## src/rtl/fp_to_fixed.sv

```systemverilog
// fp_to_fixed: sequential IEEE-754 single -> signed fixed-point converter.
// Aligns the 24-bit significand one bit per clock, then truncates (or rounds),
// negates and saturates into an OUT_W-bit word with overflow/invalid flags.
// Optional build macro FP_TO_FIXED_ROUND_EN: round-half-to-even instead of
// truncation toward zero.
module fp_to_fixed #(
   parameter int unsigned OUT_W     = 32,
   parameter int unsigned FRAC_BITS = 0
) (
   input  logic             clock,
   input  logic             reset,
   input  logic [31:0]      A_FP,
   input  logic             in_valid,
   output logic             in_ready,
   output logic [OUT_W-1:0] result,
   output logic             overflow,
   output logic             invalid,
   output logic             out_valid,
   input  logic             out_ready
);

   localparam int unsigned SR_W  = (OUT_W > 25) ? OUT_W : 25;
   localparam int unsigned CNT_W = 5;
   localparam logic signed [9:0] FRAC_S  = 10'(FRAC_BITS);
   localparam logic signed [9:0] MAX_EXP = 10'(OUT_W - 2);
   localparam logic signed [9:0] MIN_EXP = 10'(OUT_W - 1);
   localparam logic [OUT_W-1:0]  POS_MAX = {1'b0, {(OUT_W-1){1'b1}}};
   localparam logic [OUT_W-1:0]  NEG_MAX = {1'b1, {(OUT_W-1){1'b0}}};
`ifdef FP_TO_FIXED_ROUND_EN
   localparam logic [SR_W:0]     RND_LIM = (SR_W+1)'(1) << (OUT_W - 1);
`endif

   typedef enum logic [1:0] {S_IDLE, S_ALIGN, S_FINISH, S_DONE} state_t;

   state_t             state_q, state_d;
   logic               in_ready_q, in_ready_d;
   logic               out_valid_q, out_valid_d;
   logic [OUT_W-1:0]   result_q, result_d;
   logic               overflow_q, overflow_d;
   logic               invalid_q, invalid_d;
   logic               sign_q, sign_d;
   logic               sat_q, sat_d;
   logic               sat_ovf_q, sat_ovf_d;
   logic               nan_q, nan_d;
   logic               left_q, left_d;
   logic [CNT_W-1:0]   cnt_q, cnt_d;
   logic [SR_W-1:0]    sr_q, sr_d;
`ifdef FP_TO_FIXED_ROUND_EN
   logic               guard_q, guard_d;
   logic               sticky_q, sticky_d;
   logic               round_up;
   logic [SR_W:0]      mag_ext;
`endif

   logic               a_sign;
   logic [7:0]         a_exp;
   logic [22:0]        a_frac;
   logic signed [9:0]  exp_unb;
   logic signed [9:0]  k;
   logic signed [9:0]  neg_k;
   logic [CNT_W-1:0]   shift_n;
   logic [OUT_W-1:0]   mag_o;
   logic               rnd_ovf;

   // Operand decode: unbiased exponent (with fraction offset) and shift amount
   always_comb begin
      a_sign  = A_FP[31];
      a_exp   = A_FP[30:23];
      a_frac  = A_FP[22:0];
      exp_unb = $signed({2'b00, a_exp}) - 10'sd127 + FRAC_S;
      k       = exp_unb - 10'sd23;
      neg_k   = -k;
      if (k >= 10'sd0) begin
         shift_n = k[CNT_W-1:0];
      end else if (neg_k > 10'sd25) begin
         shift_n = CNT_W'(25);
      end else begin
         shift_n = neg_k[CNT_W-1:0];
      end
   end

   // Aligned magnitude for the FINISH step, with optional rounding
   always_comb begin
`ifdef FP_TO_FIXED_ROUND_EN
      round_up = guard_q & (sticky_q | sr_q[0]);
      mag_ext  = {1'b0, sr_q} + (SR_W+1)'(round_up);
      rnd_ovf  = (mag_ext >= RND_LIM);
      mag_o    = OUT_W'(mag_ext);
`else
      rnd_ovf  = 1'b0;
      mag_o    = OUT_W'(sr_q);
`endif
   end

   // Next-state and next-output logic
   always_comb begin
      state_d     = state_q;
      in_ready_d  = 1'b0;
      out_valid_d = out_valid_q;
      result_d    = result_q;
      overflow_d  = overflow_q;
      invalid_d   = invalid_q;
      sign_d      = sign_q;
      sat_d       = sat_q;
      sat_ovf_d   = sat_ovf_q;
      nan_d       = nan_q;
      left_d      = left_q;
      cnt_d       = cnt_q;
      sr_d        = sr_q;
`ifdef FP_TO_FIXED_ROUND_EN
      guard_d     = guard_q;
      sticky_d    = sticky_q;
`endif

      unique case (state_q)
         S_IDLE: begin
            in_ready_d  = 1'b1;
            out_valid_d = 1'b0;
            if (in_valid && in_ready_q) begin
               in_ready_d = 1'b0;
               sign_d     = a_sign;
               sat_d      = 1'b0;
               sat_ovf_d  = 1'b0;
               nan_d      = 1'b0;
               left_d     = (k >= 10'sd0);
               cnt_d      = '0;
               sr_d       = SR_W'({1'b1, a_frac});
`ifdef FP_TO_FIXED_ROUND_EN
               guard_d    = 1'b0;
               sticky_d   = 1'b0;
`endif
               if (a_exp == 8'd0) begin
                  sr_d = '0;
               end else if (a_exp == 8'hFF) begin
                  sr_d = '0;
                  if (a_frac != 23'd0) begin
                     nan_d = 1'b1;
                  end else begin
                     sat_d     = 1'b1;
                     sat_ovf_d = 1'b1;
                  end
               end else if (exp_unb > MAX_EXP) begin
                  // -2^(OUT_W-1) is representable, so it is not an overflow
                  sr_d      = '0;
                  sat_d     = 1'b1;
                  sat_ovf_d = !(a_sign && (a_frac == 23'd0) && (exp_unb == MIN_EXP));
               end else begin
                  cnt_d = shift_n;
               end
               state_d = (cnt_d != '0) ? S_ALIGN : S_FINISH;
            end
         end

         S_ALIGN: begin
            if (left_q) begin
               sr_d = sr_q << 1;
            end else begin
               sr_d = sr_q >> 1;
`ifdef FP_TO_FIXED_ROUND_EN
               guard_d  = sr_q[0];
               sticky_d = sticky_q | guard_q;
`endif
            end
            cnt_d = cnt_q - CNT_W'(1);
            if (cnt_q == CNT_W'(1)) begin
               state_d = S_FINISH;
            end
         end

         S_FINISH: begin
            overflow_d = 1'b0;
            invalid_d  = 1'b0;
            if (nan_q) begin
               result_d  = '0;
               invalid_d = 1'b1;
            end else if (sat_q || rnd_ovf) begin
               result_d   = sign_q ? NEG_MAX : POS_MAX;
               overflow_d = sat_q ? sat_ovf_q : 1'b1;
            end else begin
               result_d = sign_q ? (~mag_o + OUT_W'(1)) : mag_o;
            end
            state_d = S_DONE;
         end

         S_DONE: begin
            if (out_valid_q && out_ready) begin
               out_valid_d = 1'b0;
               state_d     = S_IDLE;
            end else begin
               out_valid_d = 1'b1;
            end
         end
      endcase
   end

   // State and output registers with synchronous reset
   always_ff @(posedge clock) begin
      if (reset) begin
         state_q     <= S_IDLE;
         in_ready_q  <= 1'b1;
         out_valid_q <= 1'b0;
         result_q    <= '0;
         overflow_q  <= 1'b0;
         invalid_q   <= 1'b0;
         sign_q      <= 1'b0;
         sat_q       <= 1'b0;
         sat_ovf_q   <= 1'b0;
         nan_q       <= 1'b0;
         left_q      <= 1'b0;
         cnt_q       <= '0;
         sr_q        <= '0;
`ifdef FP_TO_FIXED_ROUND_EN
         guard_q     <= 1'b0;
         sticky_q    <= 1'b0;
`endif
      end else begin
         state_q     <= state_d;
         in_ready_q  <= in_ready_d;
         out_valid_q <= out_valid_d;
         result_q    <= result_d;
         overflow_q  <= overflow_d;
         invalid_q   <= invalid_d;
         sign_q      <= sign_d;
         sat_q       <= sat_d;
         sat_ovf_q   <= sat_ovf_d;
         nan_q       <= nan_d;
         left_q      <= left_d;
         cnt_q       <= cnt_d;
         sr_q        <= sr_d;
`ifdef FP_TO_FIXED_ROUND_EN
         guard_q     <= guard_d;
         sticky_q    <= sticky_d;
`endif
      end
   end

   assign in_ready  = in_ready_q;
   assign out_valid = out_valid_q;
   assign result    = result_q;
   assign overflow  = overflow_q;
   assign invalid   = invalid_q;

endmodule

```

## config.mk

```make
export PLATFORM = sky130hd
export DESIGN_NAME = fp_to_fixed
export DESIGN_NICKNAME = d
export VERILOG_FILES = /design/src/rtl/fp_to_fixed.sv
export SDC_FILE = /design/constraint.sdc
export NUM_CORES = 1
export LEC_CHECK = 0
export ABC_AREA = 0
export CAP_MARGIN = 15
export CORE_MARGIN = 8
export CORE_UTILIZATION = 55
export CTS_CLUSTER_DIAMETER = 100
export DETAILED_ROUTE_END_ITERATION = 10
export MAX_ROUTING_LAYER = met4
export PLACE_DENSITY = 0.85
export SLEW_MARGIN = 10
export SYNTH_ARGS = -nofsm -noshare
export SYNTH_HDL_FRONTEND = slang
export SYNTH_SLANG_ARGS = --single-unit
```

## constraint.sdc

```tcl
create_clock -name clock -period 7.25 [get_ports clock]
set_input_delay 1.45 -clock clock [delete_from_list [all_inputs] [get_ports clock]]
set_output_delay 1.45 -clock clock [all_outputs]
set_load 0.03 [all_outputs]
```

# Yosys cells after proc, flatten, opt, wreduce, memory -nomap -nowiden
# Cells that the tools add are included.
# totals
regBits,80
input_bits,36
out_inout_bits,36
wordCells,87
# classes
add_sub_neg,5
order_cmp,3
n_eq_ne,9
n_mux,41
bitwise_logic,1
n_reduce_logical,15
# ops
op,n
$mux 32,6
$mux 24,3
$pmux 32 s2,1
$mux 5,8
$add 32x1->32 const B,1
$not 32->32,1
$logic_not 23->1,1
$reduce_bool 23->1,1
$mux 1,16
$ge 10x1->1 const B,1
$gt 10x6->1 const B,1
$neg 10->10,1
$pmux 5 s2,1
$sub 9x6->10 const B,1
$eq 9x6->1 const B,1
$gt 9x6->1 const B,1
$sub 8x7->9 const B,1
$eq 8x8->1 const B,1
$logic_not 8->1,1
$mux 2,4
$pmux 2 s4,1
$ne 2x2->1 const B,3
$eq 5x1->1 const B,1
$reduce_bool 5->1,1
10 further kinds,16

# Logic depth before layout (Yosys ltp)
# depth
ltp_word,15
depth_mapped,13
ltp_nobuf,11

# Worst setup path after synthesis
# No wires, ideal clock.
# synth_path
path_type,input to register
startpoint,input A_FP[23]
endpoint,register cnt_q[1]
setup_ns,0.095
arrival_ns,4.366
required_ns,7.155
setup_slack_ns,2.788
stages,12
path_buffers,2
path_cell_list,clkbuf_1 -> inv_1 -> ha_1 -> clkbuf_2 -> a311oi_1 -> nand4_1 -> a2111o_1 -> o311ai_0 -> and3_1 -> o31ai_1 -> or4b_1 -> a221oi_1
# synth_via
elab_chain_len,13
word_cells_on_any_way,17
classes_between,3 x add/sub; 3 x order compare; 1 x eq/ne; 9 x mux; 1 x reduce/logical
# synth_rtl
item,line_no,rtl
from (decl),12,"input logic [31:0] A_FP,"
$sub 8x7->9,70,"exp_unb = $signed({2'b00, a_exp}) - 10'sd127 + FRAC_S;"
$sub 9x6->10,71,k = exp_unb - 10'sd23;
$neg 10->10,72,neg_k = -k;
$gt 10x6->1,75,end else if (neg_k > 10'sd25) begin
$mux 5,75,
$mux 5,73,if (k >= 10'sd0) begin
$mux 5,142,end else if (exp_unb > MAX_EXP) begin
$mux 5,134,end else if (a_exp == 8'hFF) begin
$mux 5 (*),132,if (a_exp == 8'd0) begin
$mux 5 (*),119,if (in_valid && in_ready_q) begin
$mux 5 (*),115,unique case (state_q)
$mux 5 (*),119,
$pmux 5 s2 (*),115,
to (signal assigned),228,cnt_q <= cnt_d;
to (decl),46,"logic [CNT_W-1:0] cnt_q, cnt_d;"
# Every way passes the cells marked *; elsewhere a longest branch is shown, timed or not. The select of a mux whose other input is x is not followed.
# A chain may end at the register's enable or synchronous reset.

# Worst setup path after layout
# layout_path
startpoint,input A_FP[23]
endpoint,register cnt_q[3]
# Same word-level chain as after synthesis.

==> results.json <==
{
  "ant_nets": 0,
  "maxSlewViolCount": 0,
  "outcome": "complete, no violations",
  "max_freq_ghz": 0.195,
  "min_period_ps": 5140,
  "diodes": 0,
  "skew_ps": 12.1,
  "cts_hold_buf": 0,
  "initial_core_util": 0.563,
  "cellInternalPower_uw": 1100,
  "worstPathArrival_ps": 5400,
  "grt_max_degree": 82,
  "hpwl_um": 9890,
  "grt_pass1_wl_um": 22700,
  "r2r_start": "mag_o[6]",
  "ir_drop_mv": 0.140,
  "setup-violations-final": 0,
  "p_leak_uw": 0.00207,
  "crit_path_top_delay_cell": "clkdlybuf4s50_1",
  "synth_largest_area_cell": "dfxtp_1",
  "num_vias": 5018,
  "stdcell_count": 803,
  "avgViaCountPerCell": 6.25,
  "max_stage_delay_ps": 750,
  "min_path_cells": 2,
  "post_cts_buffers": 0,
  "p_per_area_nw_per_um2": 312,
  "pwr-share-comb": 0.454,
  "hold_class": "reg2reg",
  "syn-cell-area_um2": 5150,
  "dieWidth_um": 113,
  "synthCells": 649,
  "cts_tree": "yes",
  "seq_area_frac_synth": 0.311,
  "grt_use_total": 0.219,
  "root_buffer": "clkbuf_8",
  "startpoint_type": "input port",
  "placementRows": 35,
  "syn_nets": 698,
  "synth.distinct_cells": 61,
  "min_from": "result[0]",
  "antenna_found_initial": 0,
  "first_global_vias": 4698,
  "placed_cells": 787,
  "finalHoldViolCount": 0,
  "rrSetupSlack_ps": 3630,
  "clock_latency_ps": 360,
  "worstRegToRegCells": 9,
  "path_cells": "clkdlybuf4s50_1, ha_1, xor2_1, a311oi_1, nand2b_1, nand2_1, a32o_1, and3_1, o31ai_1, nor2b_1, o32ai_1",
  "cts.sinks": 80,
  "yosys_warnings": 0,
  "whs_ps": 472,
  "drc_errors": 0,
  "crit_path_end_kind": "register",
  "synth_edf_count": 0,
  "power.switching_uw": 802,
  "cts_buffer_depth": 2,
  "first_pass_iters": 5,
  "clk_pin_slew_ps": 80,
  "io_buffers": 71,
  "yosys.area.top_type_share": 0.311,
  "overflow": 0,
  "cts_resized": 0,
  "crit_type": "in2reg",
  "core_um2": 9150,
  "cts_inserted_buffers": 9,
  "avgSynthCellArea_um2": 7.94,
  "fin_crit_sh": 0.709,
  "clkPwrFrac": 0.196,
  "min_to": "result[0]",
  "tns_ps": 0,
  "routed_wl_um": 13800,
  "io_pins": 72,
  "worstPathRequired_ps": 7510,
  "reg2reg_to": "result[31]",
  "ys_seq_elements": 80,
  "first_iter_violations": 388,
  "yosys_most_used_dff": "dfxtp_1",
  "avgRoutedWirePerCell_um": 17.1,
  "drive_above_1_share": 0.0983,
  "tightest_slew_ps": 1060,
  "gp_congestion": 0.873,
  "die-area_um2": 12700,
  "synth_area_leaders": "dfxtp_1 31%, mux2_2 6.6%, xnor2_1 6.5%, a21oi_1 5.9%, nand2b_1 5.0%",
  "htreeDepth": 3,
  "p_sw_frac": 0.422,
  "dieHeight_um": 113,
  "area_growth_pct": 18.1,
  "nets": 736,
  "max_cap_violations": 0,
  "critical_path.max_fanout": 12,
  "slew_headroom": 0.290,
  "rsz0062_at_grt": "no",
  "synthArstFlopShare": 0,
  "seq_power_share": 0.350
}
[placed cells by master (no fill, tap or decap), drive strengths merged, types with 10 or more instances in the layout]
cell type      instances
o21ai                 50
dfxtp                 80
a21oi                 61
nand2b                41
nand2                 41
nor2                  47
nor3                  30
o31ai                 10
xnor2                 38
clkbuf                10
a221oi                23
mux2                  30
nand3                 17
ha                    13
inv                   15
nor4                  10
clkdlybuf4s50         70
[per-layer routing]
metal  track usage  routed length [um]  vias up
met5             -                   0        -
met4        0.0836                 323        0
met3        0.0362                 895       31
met2         0.352                6650      198
met1         0.270                5900     2340
li1              -                   -     2449
[final cells by class]
class	instances	area (um^2)
tap	111	139
clock buffer	10	138
multi-input combinational	504	3310
fill	781	3070
timing repair buffer	78	758
clock inverter	6	90.1
sequential	80	1600
inverter	14	52.6
[power by group through the flow]
stage                     clock network [uW]  registers (uW)  logic (uW)
after CTS                                379             660         853
after floorplan                            0             631         661
after global placement                     0             661         820
after detailed placement                   0             670         847
final                                    373             665         862
after global routing                     397             682         948
[state kept, by name (all words and copies together), names as in the netlist]
| signal | cells |
|---|---|
| invalid | 1 |
| out_valid | 1 |
| mag_o | 32 |
| cnt_q | 5 |
| result | 32 |
| left_q | 1 |
| nan_q | 1 |
| state_q | 2 |
| sign_q | 1 |
| overflow | 1 |
| in_ready | 1 |
| sat_q | 1 |
| sat_ovf_q | 1 |
[cell families after synthesis]
group | Yosys count | synth area share
and+or+nand+nor | 227 | 0.233
AOI/OAI and AO/OA | 188 | 0.232
muxes | 33 | 0.0714
adders and majority gates | 13 | 0.0316
DFF | 80 | 0.311
xor gates and xnor gates | 43 | 0.0731
buffers and inverters | 65 | 0.0490
[synthesized netlist by cell type (3+ instances only)]
master	count
nand4b_1	3
a32oi_1	3
nor3_1	30
ha_1	13
or3_1	4
nand3_1	17
nor2_1	47
dfxtp_1	80
a21oi_1	61
o41ai_1	4
a211oi_1	6
nor4_1	10
a221oi_1	23
o21ai_0	49
xor2_1	5
nand2b_1	41
a31oi_1	3
clkbuf_1	47
or2_2	3
o31ai_1	10
or4_1	5
a211o_1	3
nand2_1	41
a21o_1	4
nor2b_1	5
inv_1	14
xnor2_1	38
mux2_2	30
nand4_1	4
and3_1	3
mux2i_1	3
[how the worst max path moves through the flow]
| stage | to | slack, ps | depth (start not counted) | from |
|---|---|---|---|---|
| after detailed placement | cnt_q[4] | 1850 | 11 | A_FP[23] |
| after global routing | cnt_q[4] | 1930 | 11 | A_FP[23] |
| final | cnt_q[3] | 2110 | 11 | A_FP[23] |
| after global placement | cnt_q[1] | 1980 | 11 | A_FP[23] |
| after floorplan | cnt_q[1] | 2790 | 12 | A_FP[23] |
| after CTS | cnt_q[4] | 2220 | 11 | A_FP[23] |
[worst max-delay path, delay by kind of cell]
kind	cells	cell delay, ps
AND/OR/NAND/NOR	4	640
XOR/XNOR	1	240
buffers and inverters	1	750
AO/OA/AOI/OAI	4	2000
adder cells (fa/ha/maj)	1	320
[through the flow]
stage                util  cell area, um^2  total power (uW)  worst slack, ps
floorplan               -             5150              1290             2790
global placement    0.640             5860              1480             1980
detailed placement  0.640             5860              1520             1850
CTS                 0.665             6090              1890             2220
global route        0.665             6090              2030             1930
finish              0.665             6090              1900             2110
Power figures use the tool's default switching activity.
